File: config.mk
export PLATFORM = sky130hd
export DESIGN_NAME = spi_master_flat
export DESIGN_NICKNAME = d
export VERILOG_FILES = /design/src/rtl/spi_master_if.sv /design/src/rtl/spi_master.sv /design/src/flat_wrapper.sv
export SDC_FILE = /design/constraint.sdc
export NUM_CORES = 1
export LEC_CHECK = 0
export ABC_CLOCK_PERIOD_IN_PS = 2500
export BUFFER_PORTS_ARGS = -buffer_cell sky130_fd_sc_hd__buf_2
export CORE_MARGIN = 5
export CORE_UTILIZATION = 61
export CTS_CLUSTER_SIZE = 10
export DETAILED_ROUTE_END_ITERATION = 8
export GPL_TIMING_DRIVEN = 0
export PLACE_DENSITY = 0.92
export SLEW_MARGIN = 40
export SYNTH_ARGS = -nofsm -noshare
export SYNTH_HDL_FRONTEND = slang
export SYNTH_SLANG_ARGS = --single-unit
File: constraint.sdc
create_clock -name clk -period 2.5 [get_ports clk]
set_clock_uncertainty 0.15 [all_clocks]
set_input_delay 0.375 -clock clk [delete_from_list [all_inputs] [get_ports clk]]
set_output_delay 0.375 -clock clk [all_outputs]
set_load 0.03 [all_outputs]
File: src/rtl/spi_master_if.sv
// Byte-level client bus and SPI pins for the single-byte SPI master.
//
// Handshake: a byte is accepted on a rising clk edge where tx_dv and
// tx_ready are both high; tx_byte is captured on that same edge and tx_dv
// while tx_ready is low is ignored. rx_dv is a one-cycle pulse with no
// backpressure, and rx_byte is valid in that cycle and holds until the
// next completed byte.
interface spi_master_if;
  logic [7:0] tx_byte;
  logic       tx_dv;
  logic       tx_ready;
  logic       rx_dv;
  logic [7:0] rx_byte;
  logic       spi_clk;
  logic       spi_miso;
  logic       spi_mosi;

  modport master (
    input  tx_byte, tx_dv, spi_miso,
    output tx_ready, rx_dv, rx_byte, spi_clk, spi_mosi
  );

  modport slave (
    output tx_byte, tx_dv, spi_miso,
    input  tx_ready, rx_dv, rx_byte, spi_clk, spi_mosi
  );
endinterface

File: src/rtl/spi_master.sv
// Single-byte full-duplex SPI master: shifts a byte out MSB-first on MOSI
// while shifting MISO in, then pulses rx_dv with the received byte.
// Chip select is left to the client. All outputs come from registers.
module spi_master #(
  parameter int SPI_MODE          = 0,
  parameter int CLKS_PER_HALF_BIT = 3
) (
  input  logic          clk,
  input  logic          rst,
  spi_master_if.master  bus,
  output logic [1:0]    dbg_state
);

  localparam logic CPOL = (SPI_MODE & 2) != 0;
  localparam logic CPHA = (SPI_MODE & 1) != 0;
  localparam int   CW   = $clog2(2 * CLKS_PER_HALF_BIT);
  localparam logic [CW-1:0] LEAD_AT  = CW'(CLKS_PER_HALF_BIT - 1);
  localparam logic [CW-1:0] TRAIL_AT = CW'(2 * CLKS_PER_HALF_BIT - 1);

  typedef enum logic [1:0] {
    ST_RESET = 2'd0,
    ST_IDLE  = 2'd1,
    ST_XFER  = 2'd2
  } state_t;

  state_t          state, next_state;
  logic [4:0]      edge_cnt;
  logic [CW-1:0]   half_cnt;
  logic            int_clk;
  logic            spi_clk_q;
  logic            lead_q, trail_q;      // internal edge, one cycle late
  logic            lead_q2, trail_q2;    // aligned with the visible spi_clk edge
  logic [7:0]      tx_reg;
  logic [2:0]      tx_bit;
  logic            mosi_q;
  logic [2:0]      rx_bit;
  logic [7:0]      rx_shift, rx_next;
  logic            rx_dv_q;
  logic [7:0]      rx_byte_q;
  logic            accept, lead_now, trail_now, shift_ev, sample_ev;

  assign accept    = bus.tx_dv && (state == ST_IDLE);
  assign lead_now  = (state == ST_XFER) && (edge_cnt != 5'd0) && (half_cnt == LEAD_AT);
  assign trail_now = (state == ST_XFER) && (edge_cnt != 5'd0) && (half_cnt == TRAIL_AT);
  // The edge that would follow the 16th one is suppressed via edge_cnt so
  // MOSI keeps the last bit once the byte is done.
  assign shift_ev  = (CPHA ? lead_q : trail_q) && (edge_cnt != 5'd0);
  assign sample_ev = CPHA ? trail_q2 : lead_q2;

  assign bus.tx_ready = (state == ST_IDLE);
  assign bus.rx_dv    = rx_dv_q;
  assign bus.rx_byte  = rx_byte_q;
  assign bus.spi_clk  = spi_clk_q;
  assign bus.spi_mosi = mosi_q;
  assign dbg_state    = state;

  // State register.
  always_ff @(posedge clk) begin
    if (rst) state <= ST_RESET;
    else     state <= next_state;
  end

  // Next state: one reset cycle, then idle, transfer until all edges are out.
  always_comb begin
    next_state = state;
    unique case (state)
      ST_RESET: next_state = ST_IDLE;
      ST_IDLE:  if (bus.tx_dv) next_state = ST_XFER;
      ST_XFER:  if (edge_cnt == 5'd0) next_state = ST_IDLE;
      default:  next_state = ST_RESET;
    endcase
  end

  // SPI clock generation: half-period counter, edge counter, edge pulses.
  always_ff @(posedge clk) begin
    if (rst) begin
      edge_cnt  <= 5'd0;
      half_cnt  <= '0;
      int_clk   <= CPOL;
      spi_clk_q <= CPOL;
      lead_q    <= 1'b0;
      trail_q   <= 1'b0;
      lead_q2   <= 1'b0;
      trail_q2  <= 1'b0;
    end else begin
      spi_clk_q <= int_clk;
      lead_q    <= lead_now;
      trail_q   <= trail_now;
      lead_q2   <= lead_q;
      trail_q2  <= trail_q;
      if (accept) begin
        edge_cnt <= 5'd16;
        // The accept cycle itself counts as half-period count 0.
        half_cnt <= CW'(1);
      end else if (state == ST_XFER && edge_cnt != 5'd0) begin
        if (trail_now) begin
          half_cnt <= '0;
          edge_cnt <= edge_cnt - 5'd1;
          int_clk  <= ~int_clk;
        end else if (lead_now) begin
          half_cnt <= half_cnt + CW'(1);
          edge_cnt <= edge_cnt - 5'd1;
          int_clk  <= ~int_clk;
        end else begin
          half_cnt <= half_cnt + CW'(1);
        end
      end
    end
  end

  // Transmit path: latch the byte, present bit 7 early for CPHA=0, then
  // step MSB-first on each shifting edge.
  always_ff @(posedge clk) begin
    if (rst) begin
      tx_reg <= 8'h00;
      tx_bit <= 3'd7;
      mosi_q <= 1'b0;
    end else if (accept) begin
      tx_reg <= bus.tx_byte;
      if (CPHA) begin
        tx_bit <= 3'd7;
      end else begin
        mosi_q <= bus.tx_byte[7];
        tx_bit <= 3'd6;
      end
    end else if (shift_ev) begin
      mosi_q <= tx_reg[tx_bit];
      tx_bit <= tx_bit - 3'd1;
    end
  end

  // Insert the sampled MISO bit into the shift image.
  always_comb begin
    rx_next         = rx_shift;
    rx_next[rx_bit] = bus.spi_miso;
  end

  // Receive path: capture MISO at each sampling edge; bit 0 completes the byte.
  // The final CPHA=1 sample can coincide with the next accept, so the
  // sample wins over the counter reload (it wraps to 7 by itself).
  always_ff @(posedge clk) begin
    if (rst) begin
      rx_bit    <= 3'd7;
      rx_shift  <= 8'h00;
      rx_dv_q   <= 1'b0;
      rx_byte_q <= 8'h00;
    end else begin
      rx_dv_q <= 1'b0;
      if (sample_ev) begin
        rx_shift <= rx_next;
        rx_bit   <= rx_bit - 3'd1;
        if (rx_bit == 3'd0) begin
          rx_dv_q   <= 1'b1;
          rx_byte_q <= rx_next;
        end
      end else if (accept) begin
        rx_bit <= 3'd7;
      end
    end
  end

endmodule

File: src/flat_wrapper.sv
// flat-port wrapper written by rule: the top's interface ports become plain ports
module spi_master_flat 
#(
  parameter int SPI_MODE          = 0,
  parameter int CLKS_PER_HALF_BIT = 3
)
  (clk, rst, dbg_state, bus_tx_byte, bus_tx_dv, bus_spi_miso, bus_tx_ready, bus_rx_dv, bus_rx_byte, bus_spi_clk, bus_spi_mosi);
  spi_master_if bus_i ();
  input  logic clk;
  input  logic rst;
  output logic [1:0] dbg_state;
  input wire logic [$bits(bus_i.tx_byte)-1:0] bus_tx_byte;
  input wire logic [$bits(bus_i.tx_dv)-1:0] bus_tx_dv;
  input wire logic [$bits(bus_i.spi_miso)-1:0] bus_spi_miso;
  output wire logic [$bits(bus_i.tx_ready)-1:0] bus_tx_ready;
  output wire logic [$bits(bus_i.rx_dv)-1:0] bus_rx_dv;
  output wire logic [$bits(bus_i.rx_byte)-1:0] bus_rx_byte;
  output wire logic [$bits(bus_i.spi_clk)-1:0] bus_spi_clk;
  output wire logic [$bits(bus_i.spi_mosi)-1:0] bus_spi_mosi;
  assign bus_i.tx_byte = bus_tx_byte;
  assign bus_i.tx_dv = bus_tx_dv;
  assign bus_i.spi_miso = bus_spi_miso;
  assign bus_tx_ready = bus_i.tx_ready;
  assign bus_rx_dv = bus_i.rx_dv;
  assign bus_rx_byte = bus_i.rx_byte;
  assign bus_spi_clk = bus_i.spi_clk;
  assign bus_spi_mosi = bus_i.spi_mosi;
  spi_master #(.SPI_MODE(SPI_MODE), .CLKS_PER_HALF_BIT(CLKS_PER_HALF_BIT)) u_core (.clk(clk), .rst(rst), .bus(bus_i), .dbg_state(dbg_state));
endmodule
==> results.json <==
{
  "vias": 1582,
  "async_flop_share": 0,
  "crit_family": "simple AND/OR/NAND/NOR gates",
  "syn_area_um2": 2050,
  "clkSinkCount": 47,
  "row_count": 21,
  "die_w_um": 67.9,
  "cts_buffers": 5,
  "synth_seq_cells": 47,
  "layout_commonest_cell": "dfxtp_1",
  "avgSynthCellArea_um2": 9.30,
  "syn_inst": 220,
  "cp_num_buf_inv": 2,
  "synth_cell_types": 37,
  "max_slew.worst_pin.slew_ps": 594,
  "hold_start": "bus_tx_byte[5]",
  "portBuffers": 24,
  "drtAntennaViolNets": 0,
  "drtIter0Drc": 67,
  "htreeDepth": 2,
  "cp-start-kind": "register",
  "synth_edf_count": 0,
  "cts_tree": "done",
  "area_delta_synth_final_pct": 10.7,
  "finalSetupTns_ps": 0,
  "p_leak_nw": 0.944,
  "nNetsFinal": 270,
  "worstSkewPairLatency_ps": 360,
  "grt_pass1_vias": 1456,
  "status": "finished, final reports clean",
  "ctsResizeCount": 0,
  "ir_drop_uv": 382,
  "grt_usage": 0.181,
  "crit_start": "u_core.edge_cnt[0]",
  "hp-class": "in2reg",
  "grt_setup_unrepaired": "no",
  "syn_nets": 239,
  "cts-root-buf": "clkbuf_4",
  "critPathMaxStageDelay_ps": 380,
  "setup_violations": 0,
  "fin_cells": 296,
  "maxCapViolCount": 0,
  "slew_headroom": 0.599,
  "grt_antenna_before_repair": 0,
  "crit_slowest_cell": "dfxtp_1",
  "fmax_mhz": 546,
  "drc": 0,
  "required_ps": 2650,
  "grt_max_degree": 13,
  "die-area_um2": 4610,
  "io_pins": 26,
  "arrival_ps": 1980,
  "power-per-cell-area_nw_per_um2": 522,
  "path_cells": "inv_1 -> ha_1 -> or4b_4 -> nand2b_4 -> buf_6 -> or3b_1 -> a21oi_1",
  "wl_per_cell_um": 12.6,
  "reg2reg_from": "u_core.edge_cnt[0]",
  "fp.dieH_um": 67.9,
  "cts_setup_buffers": 0,
  "vias_per_cell": 5.34,
  "maxSlewViolCount": 0,
  "endpoint_kind": "register",
  "start_util": 0.623,
  "grt_pass1_wl_mm": 6.18,
  "drive_gt1_frac": 0.176,
  "clkTransAtPathRegs_ps": 120,
  "first_pass_iters": 4,
  "critPathMaxFanout": 9,
  "ys_seq_area_frac": 0.460,
  "postRouteWirelength_mm": 3.74,
  "post-route-period-util": 0.733,
  "p_total_mw": 1.18,
  "finalHoldViolCount": 0,
  "yosys_warnings": 0,
  "diodes": 0,
  "crit_type": "reg2reg",
  "ys.flop_type": "dfxtp_1",
  "dp_hpwl_mm": 2.79,
  "dp.cells": 290,
  "cts_hold_buf": 0,
  "coreArea_um2": 3280,
  "overflow": 0,
  "final_cell_mix": "dfxtp_1 (47), buf_2 (28), nor2_1 (25)",
  "cts.path.max_buffers": 2,
  "finalWeightedCongestion": 0.818,
  "finalCriticalPeriod_ps": 1830
}
==> cell families after synthesis <==
logic type | after synthesis | share of synthesized area
DFF | 47 | 0.460
xor gates and xnor gates | 7 | 0.0300
adders and majority gates | 7 | 0.0428
buffers and inverters | 25 | 0.0538
and+or+nand+nor | 86 | 0.223
muxes | 17 | 0.0996
AOI/OAI and AO/OA | 31 | 0.0917
==> worst register-to-register path: stages, from the launching register on <==
cell and delay (ps):
dfxtp_1 380, inv_1 60, ha_1 220, or4b_4 260
nand2b_4 60, buf_6 130, or3b_1 370, a21oi_1 150
==> worst paths after layout <==
path                                            to  slack, ps  cells after the start
worst min-delay path              u_core.tx_reg[5]        100                      3
worst min register to register      u_core.lead_q2        300                      1
worst max-delay path            u_core.half_cnt[2]        670                      7
worst max register to register  u_core.half_cnt[2]        670                      7
==> cell type report <==
type,count,area (um^2)
Buffer,16,76.3
Clock buffer,6,41.3
Fill cell,260,1020
Inverter,9,33.8
Multi-Input combinational cell,148,996
Sequential cell,47,941
Tap cell,46,57.6
Timing Repair Buffer,24,120
==> metrics by stage <==
step	cell area, um^2	setup WS, ps	hold slack, ps	util
detailed placement	2220	706	276	0.677
global route	2270	566	102	0.690
floorplan	2050	617	264	-
finish	2270	668	101	0.690
CTS	2270	668	88.7	0.690
global placement	2220	729	282	0.677
==> synth_stat cells (all sizes together) (3+ instances only) <==
library cell	instances	area (um^2)
ha	7	87.6
buf	6	38.8
a211oi	9	67.6
nor2	25	93.8
or3	3	18.8
a21oi	16	80.1
xnor2	6	52.6
nor2b	4	25.0
nand2	24	97.6
nor4b	3	26.3
or2	4	25.0
clkbuf	10	37.5
dfxtp	47	941
nor3	11	60.1
inv	9	33.8
mux2i	14	140
==> report_power, final <==
| group | switching (mW) | internal [mW] | total (mW) |
|---|---|---|---|
| Clock | 0.217 | 0.100 | 0.317 |
| Combinational | 0.0572 | 0.0361 | 0.0933 |
| Sequential | 0.0103 | 0.762 | 0.772 |
| Total | 0.284 | 0.898 | 1.18 |
==> routing by layer <==
metal	GRT usage	vias up	wire, um
met4	0.0968	0	93
met1	0.202	736	1620
met5	0	-	0
met3	0.0411	9	181
met2	0.315	29	1840
li1	-	808	-
Power figures use the tool's default switching activity.
